`config.mk`:
```
export PLATFORM = sky130hd
export DESIGN_NAME = seg7_scan_mux
export DESIGN_NICKNAME = d
export VERILOG_FILES = /design/src/rtl/seg7_scan_mux.sv
export SDC_FILE = /design/constraint.sdc
export NUM_CORES = 1
export LEC_CHECK = 0
export ABC_AREA = 1
export CAP_MARGIN = 10
export CORE_MARGIN = 4
export CORE_UTILIZATION = 55
export DETAILED_ROUTE_END_ITERATION = 10
export PLACE_DENSITY = 0.79
export SLEW_MARGIN = 20
export SYNTH_ARGS = -nofsm -noshare
export SYNTH_HDL_FRONTEND = slang
export SYNTH_SLANG_ARGS = --single-unit
```
`constraint.sdc`:
```
create_clock -name clk_i -period 1.8 [get_ports clk_i]
set_input_delay 0.36 -clock clk_i [delete_from_list [all_inputs] [get_ports clk_i]]
set_output_delay 0.36 -clock clk_i [all_outputs]
set_load 0.01 [all_outputs]
```
`src/rtl/seg7_scan_mux.sv`:
```
// Scanning driver for a 4-digit common-anode 7-segment display with per-slot
// dead-time blanking, leading-zero suppression and a once-per-frame value latch.
module seg7_scan_mux #(
  parameter int CLK_DIV      = 100000,
  parameter int BLANK_CYCLES = 1000
) (
  input  logic        clk_i,
  input  logic        rst_i,
  input  logic [15:0] value_i,
  input  logic        enable_i,
  input  logic        blank_lz_i,
  output logic [6:0]  led_o,
  output logic [3:0]  anode_o,
  output logic        frame_done_o
);

  localparam int CW = (CLK_DIV > 2) ? $clog2(CLK_DIV) : 1;

  logic [CW-1:0] cnt_q, cnt_d;
  logic [1:0]    idx_q, idx_d;
  logic [15:0]   shadow_q, shadow_d;
  logic          load_pend_q, load_pend_d;
  logic          loaded_q, loaded_d;
  logic          frame_done_q, frame_done_d;
  logic [6:0]    led_q, led_d;
  logic [3:0]    anode_q, anode_d;

  logic          wrap, load, inBlank, suppressed, lit;
  logic [3:0]    nibble;
  logic [3:0]    zeroFrom;

  function automatic logic [6:0] hexToSeg(input logic [3:0] n);
    logic [6:0] s;
    case (n)
      4'h0: s = 7'b1000000;
      4'h1: s = 7'b1111001;
      4'h2: s = 7'b0100100;
      4'h3: s = 7'b0110000;
      4'h4: s = 7'b0011001;
      4'h5: s = 7'b0010010;
      4'h6: s = 7'b0000010;
      4'h7: s = 7'b1111000;
      4'h8: s = 7'b0000000;
      4'h9: s = 7'b0010000;
      4'hA: s = 7'b0001000;
      4'hB: s = 7'b0000011;
      4'hC: s = 7'b1000110;
      4'hD: s = 7'b0100001;
      4'hE: s = 7'b0000110;
      default: s = 7'b0001110;
    endcase
    return s;
  endfunction

  // zeroFrom[k] is set when nibbles k..3 of the latched value are all zero
  always_comb begin
    zeroFrom[3] = (shadow_q[15:12] == 4'h0);
    zeroFrom[2] = zeroFrom[3] && (shadow_q[11:8] == 4'h0);
    zeroFrom[1] = zeroFrom[2] && (shadow_q[7:4] == 4'h0);
    zeroFrom[0] = zeroFrom[1] && (shadow_q[3:0] == 4'h0);
  end

  always_comb begin
    wrap         = (cnt_q == CW'(CLK_DIV - 1));
    load         = (wrap && (idx_q == 2'd3)) || load_pend_q;
    cnt_d        = wrap ? '0 : cnt_q + CW'(1);
    idx_d        = wrap ? idx_q + 2'd1 : idx_q;
    shadow_d     = load ? value_i : shadow_q;
    load_pend_d  = 1'b0;
    loaded_d     = load;
    frame_done_d = loaded_q;

    nibble     = shadow_q[{idx_q, 2'b00} +: 4];
    inBlank    = (BLANK_CYCLES != 0) && (cnt_q < CW'(BLANK_CYCLES));
    suppressed = blank_lz_i && (idx_q != 2'd0) && zeroFrom[idx_q];
    lit        = enable_i && !inBlank && !suppressed;

    anode_d = 4'b1111;
    led_d   = 7'b1111111;
    if (lit) begin
      anode_d = ~(4'b0001 << idx_q);
      led_d   = hexToSeg(nibble);
    end
  end

  // frame_done is delayed one extra stage so it lines up with the first
  // registered output cycle of the frame built from the freshly latched value
  always_ff @(posedge clk_i) begin
    if (rst_i) begin
      cnt_q        <= '0;
      idx_q        <= 2'd0;
      shadow_q     <= 16'h0000;
      load_pend_q  <= 1'b1;
      loaded_q     <= 1'b0;
      frame_done_q <= 1'b0;
      led_q        <= 7'b1111111;
      anode_q      <= 4'b1111;
    end else begin
      cnt_q        <= cnt_d;
      idx_q        <= idx_d;
      shadow_q     <= shadow_d;
      load_pend_q  <= load_pend_d;
      loaded_q     <= loaded_d;
      frame_done_q <= frame_done_d;
      led_q        <= led_d;
      anode_q      <= anode_d;
    end
  end

  assign led_o        = led_q;
  assign anode_o      = anode_q;
  assign frame_done_o = frame_done_q;

endmodule

```
After elaboration in Yosys (flattened, before gate mapping) --
Memories as Yosys holds them, arrays and structs flattened. A register that Yosys moved wholly into a read port is not among the register bits. Cells that the tools add are included.
Operators by class: bitwise logic cells 2, reduce and logical (&&, ||, !) cells 18, mux-type cells 3, eq/ne operators 2, magnitude comparators 2, $add $sub $neg 2, shift-type cells 2
Operators with widths (number):
- 17-bit by 1-bit adder with 17-bit output (second input constant) | 1
- 17-bit equality test (second input constant) | 1
- 17-bit by 10-bit < comparator with 1-bit output (second input constant) | 1
- 4-bit logical NOT | 4
- 16-bit by 5-bit variable part select with 4-bit output | 1
- 1-bit logical AND | 8
- 4-bit inverter | 1
- 2-bit OR reduction | 2
- 1-bit by 2-bit left shift with 4-bit output (first input constant) | 1
- 2-bit by 3-bit < comparator with 1-bit output (second input constant) | 1
- 2-bit by 1-bit adder with 2-bit output (second input constant) | 1
- 1-bit binary-select mux with 2-bit select | 1
- 2-bit equality test (second input constant) | 1
- 1-bit logical NOT | 2
- 1-bit two-way mux | 2
- 2-bit nonzero test | 1
- 1-bit logical OR | 1
- 1-bit inverter | 1
Storage, ports and cells: memories 1, bits in registers 42, output and inout port bits 12, ROM bits 112
Memory list:
- (name not given) | words 16, bits a word 7, read ports 1, clocked after memory_dff 1, write ports 0, RTL line 34 | case (n)

Longest topological paths before layout --
Gate-level depths: netlist of the first run.
depth after elaboration 11, gate-level depth with buffers 10, gate-level depth less buffers 10

Worst setup path after synthesis of the first run --
Ideal clock, no wire load.
path type register -> register, start register idx_q[0], end register led_q[5] (netlist: led_o[5]), cell stages (with the launch flop) 11, data required time 1.684 ns, slack 0.334 ns, arrival time 1.349 ns, period minus slack after synthesis 1.466 ns, path buffers 1, cell sequence dfxtp_1 > buf_4 > nand2_1 > nand3_1 > nand2_1 > inv_1 > ha_1 > nand2_1 > nand2_1 > o21ai_1 > nand2_1
Between the ends: cells in the longest elaborated chain, start to end 7
RTL lines:
- start: declaration | RTL line 20 | logic [1:0] idx_q, idx_d;
- start signal: assignment | RTL line 100 | idx_q <= idx_d;
- 1-bit binary-select mux with 2-bit select / 2-bit nonzero test (equally long branches) | RTL line 75 | suppressed = blank_lz_i && (idx_q != 2'd0) && zeroFrom[idx_q];
- 1-bit two-way mux (implied by the code) / 1-bit logical AND (equally long branches) | RTL line 75
- 1-bit logical AND | RTL line 75
- 1-bit logical NOT | RTL line 76 | lit = enable_i && !inBlank && !suppressed;
- 1-bit logical AND | RTL line 76
- 1-bit inverter (no line)
- 2-bit OR reduction (no line)
- end: declaration | RTL line 25 | logic [6:0] led_q, led_d;
Parallel ways exist; a longest one is shown, timed or not. The select of a mux whose other input is x is not followed. A chain may end at the register's enable or synchronous reset.

Final worst setup path of the first run --
Ends and elaborated chain as after synthesis.

==> results.sh, run 1 <==
export IMPL_cp_required_ns=1.98
export IMPL_worst_slack_ns=0.187
export IMPL_placed_cell_area_mm2=0.00285
export IMPL_place_inst=429
export IMPL_gr_total_overflow=0
export IMPL_viasPerCell=5.07
export IMPL_cts_root_buf="clkbuf_8"
export IMPL_cp_start_kind="flip-flop"
export IMPL_drv_cap=0
export IMPL_drt_pass1_iter_count=4
export IMPL_num_antenna_cells=0
export IMPL_coreArea_mm2=0.00438
export IMPL_clkSinkCount=49
export IMPL_place_congestion=0.923
export IMPL_start_util=0.574
export IMPL_cts_tree="yes"
export IMPL_ctsLongestPathBuffers=2
export IMPL_place_hpwl_um=3550
export IMPL_avgRoutedWirePerCell_um=11.2
export IMPL_grt_first_pass_wirelength_um=8330
export IMPL_synth_common_cells="nand2_1 (87), dfxtp_1 (49), nor2_1 (40), nand3_1 (39), inv_1 (36)"
export IMPL_cp_data_arrival_time_ns=1.80
export IMPL_synth_distinct_cells=31
export IMPL_syn_area_mm2=0.00252
export IMPL_ys_ff_latch=49
export IMPL_hold_slack_ns=0.424
export IMPL_skew_ns=0.00805
export IMPL_grt_max_degree=34
export IMPL_reg2reg_depth=10
export IMPL_port_buffers=31
export IMPL_antenna_found_initial=0
export IMPL_async_flop_share=0
export IMPL_vias=2215
export IMPL_p_leak_nw=1.30
export IMPL_dieArea_mm2=0.00573
export IMPL_layout_cells_non_filler=437
export IMPL_hold_viol=0
export IMPL_layout_worst_path_cycle_share=0.896
export IMPL_hold_depth=2
export IMPL_fin_area_mm2=0.00297
export IMPL_synth_area_leaders="dfxtp_1 (39%), nand2_1 (13%), nand3_1 (7.7%)"
export IMPL_die_y_um=75.7
export IMPL_synth_largest_area_cell="dfxtp_1"
export IMPL_synth_top_area_share=0.389
export IMPL_dpl_worst_slack_ns=0.0518
export IMPL_clock_fmax_mhz=620
export IMPL_ys_warn_count=0
export IMPL_ctsHoldBuffers=0
export IMPL_powerDensity_mw_per_mm2=731
export IMPL_drive_gt1_frac=0.0935
export IMPL_p_total_mw=2.17
export IMPL_chipWidth_um=75.7
export IMPL_rr_endpoint="led_o[5]"
export IMPL_worstSetupPathType="reg2reg"
export IMPL_crit_path_max_fanout=13
export IMPL_min_path_type="reg2reg"
export IMPL_post_route_drc_count=0
export IMPL_syn_num_nets=383
export IMPL_worstHoldStart="frame_done_d"
export IMPL_numCtsBuffers=5
export IMPL_grt_pass1_vias=1939
export IMPL_htreeDepth=2
export IMPL_max_slew_worst_pin_slew_ns=0.423
export IMPL_r2r_setup_slack_ns=0.19
export IMPL_gr_usage_all_layers=0.186
export IMPL_yosysMostFrequentCell="nand2_1"
export IMPL_ir_drop_uv=495
export IMPL_critical_path_endpoint_type="flip-flop"
export IMPL_synth_cells=352
export IMPL_ys_seq_area_frac=0.389
export IMPL_slew_headroom=0.718
export IMPL_drtIter0Drc=95
export IMPL_status="finished, final reports clean"
export IMPL_num_io_pins=32
export IMPL_drtAntennaViolNets=0
export IMPL_maxSlewViolCount=0
export IMPL_tns_ns=0
export IMPL_rows=24
export IMPL_finalSetupViolations=0
export IMPL_clkTransAtPathRegs_ns=0.08
export IMPL_fin_nets=415
export IMPL_hold_end="frame_done_o"
export IMPL_ys_flop_type="dfxtp_1"
export IMPL_fin_util=0.678
export IMPL_syn_avg_cell_area_um2=7.16
export IMPL_insertion_delay_ns=0.30
export IMPL_r2r_start="idx_q[0]"
export IMPL_area_growth_synth_to_final_pct=18.0
export IMPL_synth_edf_count=0
export IMPL_fin_crit_ns=1.61
export IMPL_drt_total_wl_um=4890
where the power goes:
part           switching, mW  total [mW]  internal, mW  leakage, nW
combinational          0.123       0.227         0.105        0.844
clock                  0.355       0.808         0.453       0.0585
sequential            0.0217        1.14          1.12        0.401
total                  0.499        2.17          1.67         1.30
state kept, by name, indices dropped and copies added (netlist names):
| register | count |
|---|---|
| shadow_q | 16 |
| frame_done_o | 1 |
| idx_q | 2 |
| anode_o | 4 |
| load_pend_q | 1 |
| cnt_q | 17 |
| frame_done_d | 1 |
| led_o | 7 |
timing repair:
| action | 4_1_cts | 5_1_grt |
|---|---|---|
| gates resized for setup | 0 | 2 |
| endpoints found under the setup margin | 0 | 2 |
| hold endpoints to repair | 0 | 0 |
| setup buffers | 0 | 0 |
kinds of logic after synthesis:
kind of cell / synth area share
adders and majority gates: 0.0546
DFF: 0.389
AOI/OAI and AO/OA: 0.0909
xor gates and xnor gates: 0.0174
and+or+nand+nor: 0.356
buffers and inverters: 0.0914
per-layer routing:
metal | GRT usage | vias up | wire [µm]
li1 | - | 1184 | -
met1 | 0.244 | 982 | 2370
met2 | 0.304 | 44 | 2290
met3 | 0.0356 | 5 | 199
met4 | 0.0680 | 0 | 34
met5 | 0 | - | 0
cell type report:
class                      count  area, µm²
clock buffer                   7       86.3
clock inverter                 1       30.0
inverter                      42        158
timing repair buffer          35        340
fill                         406       1410
multi-input combinational    251       1310
tap                           52       65.1
sequential                    49        981
critical path, cell delays in order (launching register included):
cell and delay [ns]:
dfxtp_1 0.33, buf_4 0.18, nand2_1 0.08, nand3_1 0.10, nand2_2 0.14, inv_1 0.10
ha_1 0.22, nand2_1 0.11, nand2_1 0.06, o21ai_1 0.12, nand2_1 0.06
cells in the final DEF (no fill, tap or decap), types with 7 or more instances in the layout:
cell type	count
nand2_1	85
dfxtp_1	49
nor2_1	40
nand3_1	39
inv_1	36
clkdlybuf4s50_1	31
a21oi_1	29
ha_1	11
nand3_2	7
o21ai_0	7
worst max-delay path by stage:
stage | start | endpoint | slack, ns | cells past startpoint
3_3_place_gp | rst_i | led_o[0] | 0.08 | 5
2_1_floorplan | idx_q[0] | led_o[5] | 0.33 | 10
5_1_grt | idx_q[0] | led_o[5] | -0.006 | 10
6_report | idx_q[0] | led_o[5] | 0.19 | 10
3_5_place_dp | rst_i | led_o[4] | 0.05 | 5
4_1_cts | idx_q[0] | led_o[3] | 0.15 | 10
No activity file was read; power rests on OpenSTA's default activity.
==> run 2: changes to the inputs <==
- ABC_AREA: 1 -> 0
- CORE_UTILIZATION: 55 -> 53
- PLACE_DENSITY: 0.79 -> 0.78
==> run 2 against run 1 <==
Effect of this change: global-route usage fell by 0.063 points; highest routed layer unchanged; routed wire length shrank 7.5%; critical endpoint is now led_o[6]; core utilization up 4.5 points; area after synthesis is 12% lower.
==> results.sh, run 2 <==
export IMPL_start_util=0.551
export IMPL_die_y_um=72.5
export IMPL_ir_drop_uv=576
export IMPL_clkTransAtPathRegs_ns=0.09
export IMPL_synth_common_cells="dfxtp_1 (49), nor2_1 (40), mux2i_1 (20), nand2_1 (14), ha_1 (11)"
export IMPL_yosysMostFrequentCell="dfxtp_1"
export IMPL_final_cell_mix="dfxtp_1 (46), nor2_1 (40), clkdlybuf4s50_1 (31)"
export IMPL_top_register="cnt_q"
export IMPL_cts_root_buf="clkbuf_8"
export IMPL_num_antenna_cells=0
export IMPL_ys_seq_area_frac=0.445
export IMPL_multi_input_area_mm2=0.00115
export IMPL_final_seq_area_um2=987
export IMPL_max_stage_delay_ns=0.56
export IMPL_clock_fmax_mhz=571
export IMPL_gr_total_overflow=0
export IMPL_hold_viol=0
export IMPL_drv_cap=0
export IMPL_syn_area_mm2=0.00221
export IMPL_cp_start_kind="flip-flop"
export IMPL_status="finished, final reports clean"
export IMPL_ctsHoldBuffers=0
export IMPL_clkSinkCount=49
export IMPL_antenna_found_initial=0
export IMPL_path_buf_inv=0
export IMPL_area_growth_synth_to_final_pct=31.1
export IMPL_nFillCells=290
export IMPL_drt_total_wl_um=4530
export IMPL_rsz0062_at_grt="yes"
export IMPL_syn_num_nets=252
export IMPL_grt_first_pass_wirelength_um=7600
export IMPL_largest_reg_flops=17
export IMPL_drtAntennaViolNets=0
export IMPL_cp_data_arrival_time_ns=1.92
export IMPL_layout_worst_path_cycle_share=0.973
export IMPL_synth_largest_area_cell="dfxtp_1"
export IMPL_critical_path_endpoint_type="flip-flop"
export IMPL_post_route_drc_count=0
export IMPL_crit_path_max_fanout=5
export IMPL_maxSlewViolCount=0
export IMPL_viasPerCell=5.18
export IMPL_fin_util=0.723
export IMPL_insertion_delay_ns=0.29
export IMPL_mostFrequentLayoutCell="dfxtp_1"
export IMPL_syn_avg_cell_area_um2=9.98
export IMPL_synth_cells=221
export IMPL_fin_nets=305
export IMPL_dieArea_mm2=0.00526
export IMPL_chipWidth_um=72.5
export IMPL_numCtsBuffers=5
export IMPL_synth_edf_count=0
export IMPL_cpMaxStageDelayCell="mux4_2"
export IMPL_coreArea_mm2=0.00400
export IMPL_gr_usage_all_layers=0.185
export IMPL_worstSetupPathType="reg2reg"
export IMPL_ctsLongestPathBuffers=2
export IMPL_synth_distinct_cells=41
export IMPL_ys_warn_count=0
export IMPL_max_slew_worst_pin_slew_ns=0.407
export IMPL_grt_pass1_vias=1663
export IMPL_ys_ff_latch=49
export IMPL_skew_ns=0.00664
export IMPL_crit_chain="mux4_2 -> ha_1 -> mux2_2 -> nand2_1 -> o211ai_1"
export IMPL_p_leak_nw=1.15
export IMPL_place_congestion=0.859
export IMPL_avgRoutedWirePerCell_um=13.9
export IMPL_synth_area_leaders="dfxtp_1 (44%), mux2i_1 (9.1%), nor2_1 (6.8%)"
export IMPL_drt_pass1_iter_count=4
export IMPL_powerDensity_mw_per_mm2=750
export IMPL_slew_headroom=0.726
export IMPL_drtIter0Drc=66
export IMPL_htreeDepth=2
export IMPL_synth_top_area_share=0.445
export IMPL_drive_gt1_frac=0.204
export IMPL_vias=1685
export IMPL_ys_flop_type="dfxtp_1"
export IMPL_min_path_type="reg2reg"
export IMPL_num_io_pins=32
export IMPL_cts_tree="yes"
export IMPL_cp_top_family="multiplexers"
export IMPL_finalSetupViolations=0
export IMPL_grt_max_degree=19
export IMPL_place_hpwl_um=3360
export IMPL_port_buffers=31
export IMPL_fin_crit_ns=1.75
export IMPL_async_flop_share=0
export IMPL_p_total_mw=2.17
export IMPL_rows=23
export IMPL_cp_required_ns=1.96
-- run 2: cell count changes after synthesis, moves of 8 or more --
| cell | delta |
|---|---|
| nand2_1 | -73 |
| nand3_1 | -34 |
| inv_1 | -28 |
| a21oi_1 | -27 |
| mux2i_1 | +20 |
| xnor2_1 | +8 |
-- run 2: worst register-to-register path, cell delays in order (launching register included) --
cell and delay (ns):
dfxtp_4 0.39, mux4_2 0.56, ha_1 0.25, mux2_2 0.27, nand2_1 0.07, o211ai_1 0.09
-- run 2: path summary, 6_finish.rpt --
| check | slack (ns) | startpoint | depth (start not counted) | to |
|---|---|---|---|---|
| setup / recovery | 0.05 | idx_q[0] | 5 | led_o[6] |
| hold / removal | 0.48 | frame_done_d | 1 | frame_done_o |
| setup reg to reg | 0.05 | idx_q[0] | 5 | led_o[6] |
| hold reg to reg | 0.48 | frame_done_d | 1 | frame_done_o |
-- run 2: cell type report --
type	instances	share of cell area
Clock buffer	7	0.0299
Multi-Input combinational cell	154	0.399
Clock inverter	1	0.0104
Timing Repair Buffer	56	0.187
Sequential cell	49	0.341
Inverter	8	0.0104
Tap cell	50	0.0216
-- run 2: logic make-up (layout without fill, tap and decap cells) --
| logic type | Yosys count | in the layout | share of synthesized area |
|---|---|---|---|
| DFF | 49 | 49 | 0.445 |
| and+or+nand+nor | 86 | 86 | 0.192 |
| adders and majority gates | 11 | 11 | 0.0624 |
| muxes | 26 | 26 | 0.142 |
| buffers and inverters | 18 | 72 | 0.0493 |
| AOI/OAI and AO/OA | 15 | 15 | 0.0460 |
| xor gates and xnor gates | 16 | 16 | 0.0635 |
-- run 2: per-stage QoR --
step / cell area, µm² / setup slack, ns / hold WS (ns) / TNS, ns / std cells
3_5_place_dp: 2700 / -0.111 / 0.475 / -0.441 / 314
4_1_cts: 2830 / 0.0117 / 0.487 / 0 / 323
5_1_grt: 2890 / -0.0342 / 0.494 / -0.177 / 325
2_1_floorplan: 2210 / 0.00229 / 0.388 / 0 / 221
6_report: 2890 / 0.0478 / 0.480 / 0 / 325
3_3_place_gp: 2700 / -0.0118 / 0.470 / -0.0338 / 314
-- run 2: timing repair --
item / 4_1_cts / 5_1_grt
resized for setup: 2 / 9
buffers inserted: 1 / 1
gates cloned: 0 / 1
setup endpoints to repair: 11 / 37
pin swaps: 0 / 1
-- run 2: per-layer routing --
layer | global-route usage | wire (µm) | vias up
li1 | - | - | 868
met1 | 0.242 | 2150 | 783
met2 | 0.307 | 2160 | 30
met3 | 0.0443 | 169 | 4
met4 | 0.0492 | 38 | 0
met5 | 0 | 0 | -
-- run 2: where the power goes --
group | internal [mW] | total (mW) | switching [mW]
Combinational | 0.134 | 0.234 | 0.0995
Sequential | 1.11 | 1.14 | 0.0243
Clock | 0.453 | 0.797 | 0.344
